File: src/rtl/alu16.sv
// alu16: registered 16-bit execute-stage ALU.
// Combinational datapath computes every operation from the sampled a/b/ctrl,
// and the selected result plus flags are captured on the rising clock edge.
// Multiply and divide also load the R15 side register; every other op leaves it untouched.

module alu16 #(
    parameter int WIDTH = 16
) (
    input  logic             clk,
    input  logic             rst_n,
    input  logic [WIDTH-1:0] a,
    input  logic [WIDTH-1:0] b,
    input  logic [3:0]       ctrl,
    output logic [WIDTH-1:0] res,
    output logic [WIDTH-1:0] R15,
    output logic             r15_we,
    output logic             zero,
    output logic             ovf
);

    localparam int DW  = 2 * WIDTH;
    localparam int SHW = $clog2(WIDTH);

    localparam logic [3:0] OP_ADD = 4'b0000;
    localparam logic [3:0] OP_SUB = 4'b0001;
    localparam logic [3:0] OP_MUL = 4'b0010;
    localparam logic [3:0] OP_DIV = 4'b0011;
    localparam logic [3:0] OP_AND = 4'b0100;
    localparam logic [3:0] OP_OR  = 4'b0101;
    localparam logic [3:0] OP_SLL = 4'b0110;
    localparam logic [3:0] OP_SRL = 4'b0111;
    localparam logic [3:0] OP_SRA = 4'b1000;
    localparam logic [3:0] OP_ROL = 4'b1001;
    localparam logic [3:0] OP_ROR = 4'b1010;

    localparam logic [WIDTH-1:0] MOST_NEG = {1'b1, {(WIDTH-1){1'b0}}};

    // Registered state
    logic [WIDTH-1:0] res_q, res_d;
    logic [WIDTH-1:0] r15_q, r15_d;
    logic             r15_we_q, r15_we_d;
    logic             zero_q, zero_d;
    logic             ovf_q, ovf_d;

    // Datapath intermediates
    logic [SHW-1:0]          sh;
    logic [WIDTH-1:0]        sum;
    logic [WIDTH-1:0]        diff;
    logic signed [DW-1:0]    a_ext;
    logic signed [DW-1:0]    b_ext;
    logic signed [DW-1:0]    prod;
    logic signed [WIDTH-1:0] quot;
    logic signed [WIDTH-1:0] rem;
    logic                    div_by_zero;
    logic                    div_ovf;
    logic [DW-1:0]           rot_src;
    logic [DW-1:0]           rol_full;
    logic [DW-1:0]           ror_full;

    // Arithmetic, shift and rotate building blocks shared by the op select below
    always_comb begin
        sh          = b[SHW-1:0];
        sum         = a + b;
        diff        = a - b;
        a_ext       = DW'($signed(a));
        b_ext       = DW'($signed(b));
        prod        = a_ext * b_ext;
        quot        = $signed(a) / $signed(b);
        rem         = $signed(a) % $signed(b);
        div_by_zero = (b == '0);
        div_ovf     = (a == MOST_NEG) && (b == '1);
        // Rotates come from shifting a doubled copy of a: the wrapped bits
        // land in the half we keep, and a zero amount returns a unchanged.
        rot_src     = {a, a};
        rol_full    = rot_src << sh;
        ror_full    = rot_src >> sh;
    end

    // Operation select: next result, R15 update and flags
    always_comb begin
        res_d    = a;
        r15_d    = r15_q;
        r15_we_d = 1'b0;
        ovf_d    = 1'b0;
        unique case (ctrl)
            OP_ADD: begin
                res_d = sum;
                ovf_d = (a[WIDTH-1] == b[WIDTH-1]) && (sum[WIDTH-1] != a[WIDTH-1]);
            end
            OP_SUB: begin
                res_d = diff;
                ovf_d = (a[WIDTH-1] != b[WIDTH-1]) && (diff[WIDTH-1] != a[WIDTH-1]);
            end
            OP_MUL: begin
                res_d    = prod[WIDTH-1:0];
                r15_d    = prod[DW-1:WIDTH];
                r15_we_d = 1'b1;
                // Fits in 16 signed bits only if the top half is a pure sign extension.
                ovf_d    = (prod[DW-1:WIDTH-1] != {(WIDTH+1){prod[WIDTH-1]}});
            end
            OP_DIV: begin
                r15_we_d = 1'b1;
                if (div_by_zero) begin
                    res_d = '1;
                    r15_d = a;
                    ovf_d = 1'b1;
                end else if (div_ovf) begin
                    // -32768 / -1 cannot be represented; saturate to the dividend.
                    res_d = MOST_NEG;
                    r15_d = '0;
                    ovf_d = 1'b1;
                end else begin
                    res_d = quot;
                    r15_d = rem;
                end
            end
            OP_AND: res_d = a & b;
            OP_OR:  res_d = a | b;
            OP_SLL: res_d = a << sh;
            OP_SRL: res_d = a >> sh;
            OP_SRA: res_d = $signed(a) >>> sh;
            OP_ROL: res_d = rol_full[DW-1:WIDTH];
            OP_ROR: res_d = ror_full[WIDTH-1:0];
            default: res_d = a;
        endcase
        zero_d = (res_d == '0);
    end

    // Output registers; asynchronous reset forces the idle result state
    always_ff @(posedge clk or negedge rst_n) begin
        if (!rst_n) begin
            res_q    <= '0;
            r15_q    <= '0;
            r15_we_q <= 1'b0;
            zero_q   <= 1'b1;
            ovf_q    <= 1'b0;
        end else begin
            res_q    <= res_d;
            r15_q    <= r15_d;
            r15_we_q <= r15_we_d;
            zero_q   <= zero_d;
            ovf_q    <= ovf_d;
        end
    end

    assign res    = res_q;
    assign R15    = r15_q;
    assign r15_we = r15_we_q;
    assign zero   = zero_q;
    assign ovf    = ovf_q;

endmodule

File: config.mk
export PLATFORM = sky130hd
export DESIGN_NAME = alu16
export DESIGN_NICKNAME = d
export VERILOG_FILES = /design/src/rtl/alu16.sv
export SDC_FILE = /design/constraint.sdc
export NUM_CORES = 2
export LEC_CHECK = 0
export CELL_PAD_IN_SITES_DETAIL_PLACEMENT = 1
export CELL_PAD_IN_SITES_GLOBAL_PLACEMENT = 1
export CORE_MARGIN = 2
export CORE_UTILIZATION = 42
export CTS_CLUSTER_SIZE = 14
export DETAILED_ROUTE_END_ITERATION = 12
export PLACE_DENSITY = 0.78
export RECOVER_POWER = 25
export SYNTH_ARGS = -nofsm -noshare
export SYNTH_HDL_FRONTEND = slang
export SYNTH_SLANG_ARGS = --single-unit
File: constraint.sdc
create_clock -name clk -period 2.2 [get_ports clk]
set_clock_uncertainty 0.1 [all_clocks]
set_input_delay 0.44 -clock clk [delete_from_list [all_inputs] [get_ports clk]]
set_output_delay 0.44 -clock clk [all_outputs]
set_load 0.05 [all_outputs]
==> flow_summary.json, run 1 <==
{
  "avgSynthCellArea_um2": 7.425,
  "clock-sinks": 35,
  "haltStage": "5_1_grt",
  "synth_cell_types": 98,
  "ys.flop_type": "dfrtp_1",
  "hold_buffers": 0,
  "hpwl_um": 121400,
  "error": "[ERROR GRT-0232] Routing congestion too high. Check the congestion heatmap in the GUI.",
  "htree_num_levels": 2,
  "syn_area_mm2": 0.02423,
  "cts_root_buffer": "clkbuf_16",
  "status": "stopped before the end",
  "yosys_warnings": 0,
  "clock_path_buffers": 2,
  "gr-total-overflow": 496,
  "place_congestion": 1.097,
  "async_flop_share": 1.000,
  "synth_fp_nets": 3838,
  "port_buffers": 72,
  "die_x_um": 244.2,
  "synth_edf_count": 0,
  "ys_ff_latch": 35,
  "cts_inserted_buffers": 5,
  "boundaryPins": 73,
  "grt_usage": 0.8208,
  "worst_endpoint": "zero$_DFF_PN1_/D",
  "synth-seq-area-share": 0.03620,
  "synthCells": 3263,
  "worstEndpointType": "sequential cell input",
  "die_y_um": 244.2,
  "num_rows": 88,
  "grt_max_degree": 58,
  "initial_core_util": 0.4224
}
==> metrics by stage <==
step	hold WS [ns]	area, um^2	worst slack (ns)	cells	TNS [ns]
CTS	0.1696	36370	-25.99	5143	-832.13
global placement	0.3738	34560	-27.43	5055	-875.94
detailed placement	0.3991	34560	-28.78	5055	-921.16
floorplan	0.04441	25510	-25.93	3263	-823.58
==> per-layer routing <==
metal  GRT usage  GRT overflow
met5      0.4355             4
met1      0.7899            12
met2      0.9745           284
met3      0.6922            11
met4      0.8666           185
==> timing repair <==
action | CTS
gates resized for setup | 231
hold endpoints to repair | 0
cloned | 1
buffers inserted | 81
pin swaps | 142
endpoints found under the setup margin | 34
==> Yosys cell counts (11+ instances only) <==
cell type / count / area, um^2
a211o_1: 12 / 105.1
a211oi_1: 27 / 202.7
a21boi_0: 17 / 127.6
a21o_1: 57 / 427.9
a21oi_1: 211 / 1056
a221oi_1: 18 / 157.7
a22oi_1: 11 / 82.58
a31oi_1: 43 / 269.0
and2_1: 21 / 131.4
and3_1: 18 / 112.6
buf_1: 21 / 78.83
buf_2: 11 / 55.05
clkbuf_1: 115 / 431.7
dfrtp_1: 34 / 850.8
fa_1: 265 / 5305
ha_1: 272 / 3403
inv_1: 381 / 1430
mux2i_1: 35 / 350.3
nand2_1: 339 / 1272
nand2b_1: 22 / 137.6
nand3_1: 70 / 350.3
nand4_1: 37 / 231.5
nor2_1: 378 / 1419
nor2b_1: 21 / 131.4
nor3_1: 61 / 305.3
nor4_1: 14 / 87.58
o211ai_1: 26 / 195.2
o21a_1: 50 / 375.4
o21ai_0: 173 / 865.8
o21bai_1: 23 / 172.7
o221ai_1: 12 / 105.1
o22ai_1: 20 / 125.1
o31ai_1: 33 / 247.7
or2_2: 15 / 93.84
or3_1: 22 / 137.6
xnor2_1: 119 / 1042
xor2_1: 50 / 437.9
==> cells by family after synthesis <==
logic type               Yosys count  share of synthesized area
AO/OA/AOI/OAI                    864                     0.2369
multiplexers                      44                    0.01880
AND/OR/NAND/NOR                 1071                     0.2024
flip-flops                        35                    0.03620
adder cells (fa/ha/maj)          537                     0.3594
buffers and inverters            543                    0.08516
XOR/XNOR                         169                    0.06109
==> run 2, diff against run 1 <==
==> config.mk (replaced) <==
export PLATFORM = sky130hd
export DESIGN_NAME = alu16
export DESIGN_NICKNAME = d
export VERILOG_FILES = /design/src/rtl/alu16.sv
export SDC_FILE = /design/constraint.sdc
export NUM_CORES = 2
export LEC_CHECK = 0
export CORE_MARGIN = 2
export CORE_UTILIZATION = 27
export DETAILED_ROUTE_END_ITERATION = 12
export PLACE_DENSITY_LB_ADDON = 0.15
export RECOVER_POWER = 25
export SYNTH_ARGS = -nofsm -noshare
export SYNTH_HDL_FRONTEND = slang
export SYNTH_SLANG_ARGS = --single-unit
==> flow_summary.json, run 2 <==
{
  "drt-wirelength-per-cell_um": 22.10,
  "cts_root_buffer": "clkbuf_16",
  "gr-total-overflow": 0,
  "yosys_warnings": 0,
  "syn_area_mm2": 0.02423,
  "synthMuxAreaShare": 0.01880,
  "slowest_stage": "or4b_4",
  "worstSetupPathType": "in2reg",
  "grt_first_pass_wirelength_um": 187300,
  "finalHoldViolCount": 0,
  "grt_usage": 0.2699,
  "antenna_found_initial": 4,
  "htree_num_levels": 2,
  "arrival_ns": 28.44,
  "power_leakage_nw": 19.02,
  "fin_crit_sh": 12.86,
  "worst_pin_slew_ns": 1.444,
  "die_area_mm2": 0.09215,
  "insertion_delay_ns": 0.32,
  "r2r_slack_ns": 1.27,
  "async_flop_share": 1.000,
  "drcViolationCount": 0,
  "pwr-share-comb": 0.973,
  "vias": 29560,
  "initial_core_util": 0.2733,
  "synth.top_cell.area_share": 0.2190,
  "crit_top_cell": "ha_4",
  "nets": 5104,
  "synth_edf_count": 0,
  "swShare": 0.4979,
  "coreArea_mm2": 0.08865,
  "r2r-end": "R15[13]",
  "clock-sinks": 35,
  "fmax_mhz": 35.33,
  "cts_tree": "built",
  "netlist_top_cells_count": "inv_1 (381), nor2_1 (378), nand2_1 (339)",
  "synth_fp_nets": 3838,
  "p_seq_frac": 0.014,
  "status": "finished with violations",
  "synthCells": 3263,
  "first_iter_violations": 2270,
  "slowest_delay_ns": 0.57,
  "hold_buffers": 0,
  "yosysMostFrequentCell": "inv_1",
  "vias_per_cell": 5.189,
  "hold_class": "reg2reg",
  "setup_viol": 34,
  "drt_pass1_iterations": 5,
  "cts_inserted_buffers": 5,
  "finalMaxSlewViolations": 0,
  "layout_commonest_cell": "buf_4",
  "worstPathRequired_ns": 2.34,
  "worstHoldEndpoint": "R15[2]",
  "power_per_cell_area_mw_per_mm2": 1834,
  "crit_path_end_kind": "flop",
  "hold_path_depth": 2,
  "reg2reg_from": "R15[13]",
  "yosys.area_share.simple": 0.2024,
  "ys.flop_type": "dfrtp_1",
  "path_max_fanout": 7,
  "avgSynthCellArea_um2": 7.425,
  "fin_ws_ns": -26.10,
  "synth-seq-area-share": 0.03620,
  "num_rows": 109,
  "hpwl_um": 100400,
  "postRouteAntennaNets": 0,
  "period_needed_ns": 28.30,
  "worst-r2r-cell-count": 1,
  "synth_compound_gate_area_share": 0.2369,
  "synth_top_family_by_area": "adder cells",
  "wl_um": 125900,
  "die_x_um": 303.6,
  "grt_pass1_vias": 29741,
  "max_slew_margin": 0.03732,
  "fin_setup_tns_ns": -841.74,
  "die_y_um": 303.6,
  "yosys.area.top_type": "fa_1",
  "failed_checks": "setup timing",
  "synth_xor_area_frac": 0.06109,
  "hold_start": "R15[2]",
  "intPower_mw": 36.92,
  "clk_pin_slew_worst_paths_ns": 0.06,
  "final_cell_mix": "buf_4 (1235), inv_1 (360), nor2_1 (341), nand2_1 (302), fa_1 (259)",
  "boundaryPins": 73,
  "cap_viol_max_count": 0,
  "synthTopCellsByArea": "fa_1 (22%), ha_1 (14%), inv_1 (5.9%)",
  "pwr-share-clk": 0.013,
  "areaGrowthSynthToFinish_pct": 65.45,
  "clock_path_buffers": 2,
  "ys_ff_latch": 35,
  "p_switching_mw": 36.61,
  "place_congestion": 0.9692,
  "rsz0062_at_grt": "yes",
  "ir_worst_vdd_mv": 3.748,
  "synth_cell_types": 98,
  "cp-start-kind": "primary input",
  "drive_gt1_frac": 0.4172,
  "grt_max_degree": 46,
  "port_buffers": 72,
  "synthAdderAreaFrac": 0.3594,
  "fin_hold_ws_ns": 0.3970
}
## run 2: cell counts after synthesis
No cell type changed its count.
## run 2: how the worst max path moves through the flow
| stage | start | to |
|---|---|---|
| floorplan | b[0] | zero |
| detailed placement | a[10] | zero |
| global placement | a[10] | zero |
| global route | b[6] | zero |
| CTS | a[7] | zero |
| finish | b[11] | zero |
## run 2: metal layers
layer / GRT usage / vias up / wire length, um
met3: 0.02434 / 244 / 7715
met4: 0.08380 / 2 / 4768
met5: 0 / - / 13
met2: 0.4279 / 967 / 55750
li1: - / 13847 / -
met1: 0.3866 / 14500 / 57630
## run 2: layout make-up
cell class	instances	area, um^2
Tap cell	1165	1458
Sequential cell	35	877.1
Clock inverter	3	43.79
Inverter	394	1503
Fill cell	8950	48560
Multi-Input combinational cell	2685	24570
Antenna cell	2	5.005
Clock buffer	5	125.1
Timing Repair Buffer	1408	11500
## run 2: power groups by stage
stage | logic, mW | registers [mW] | clock network [mW]
floorplan | 34.6 | 1.68 | 0
global route | 77.4 | 1.05 | 0.961
finish | 71.6 | 1.03 | 0.923
global placement | 61.8 | 1.05 | 0
CTS | 65.2 | 1.04 | 0.949
detailed placement | 61.6 | 1.05 | 0
## run 2: metrics by stage
stage          instance area, um^2  total power, mW  cells  setup slack (ns)    util
3_3_place_gp                 35150            62.87   5464            -27.86  0.3965
5_1_grt                      40080            79.37   5696            -27.16  0.4522
4_1_cts                      37590            67.17   5617            -25.60  0.4241
3_5_place_dp                 35150            62.63   5464            -28.31  0.3965
6_report                     40080            73.53   5697            -26.10  0.4522
2_1_floorplan                25510            36.27   3263            -25.93       -
## run 2: worst max-delay path, delay by kind of cell
kind | cells | cell delay, ns
AO/OA/AOI/OAI | 58 | 11.83
XOR/XNOR | 1 | 0.18
adder cells (fa/ha/maj) | 15 | 3.58
buffers and inverters | 18 | 2.69
multiplexers | 2 | 0.46
AND/OR/NAND/NOR | 49 | 9.25
## run 2: kinds of logic after synthesis
family                   Yosys count
XOR/XNOR                         169
AND/OR/NAND/NOR                 1071
multiplexers                      44
AO/OA/AOI/OAI                    864
adder cells (fa/ha/maj)          537
flip-flops                        35
buffers and inverters            543
## run 2: repair_timing
action	in CTS	in global routing
setup buffers	147	90
cloned	1	2
resized for setup	260	398
pin swaps	156	218
endpoints found under the setup margin	34	34
Note: power is estimated with default switching activity, not from simulation.
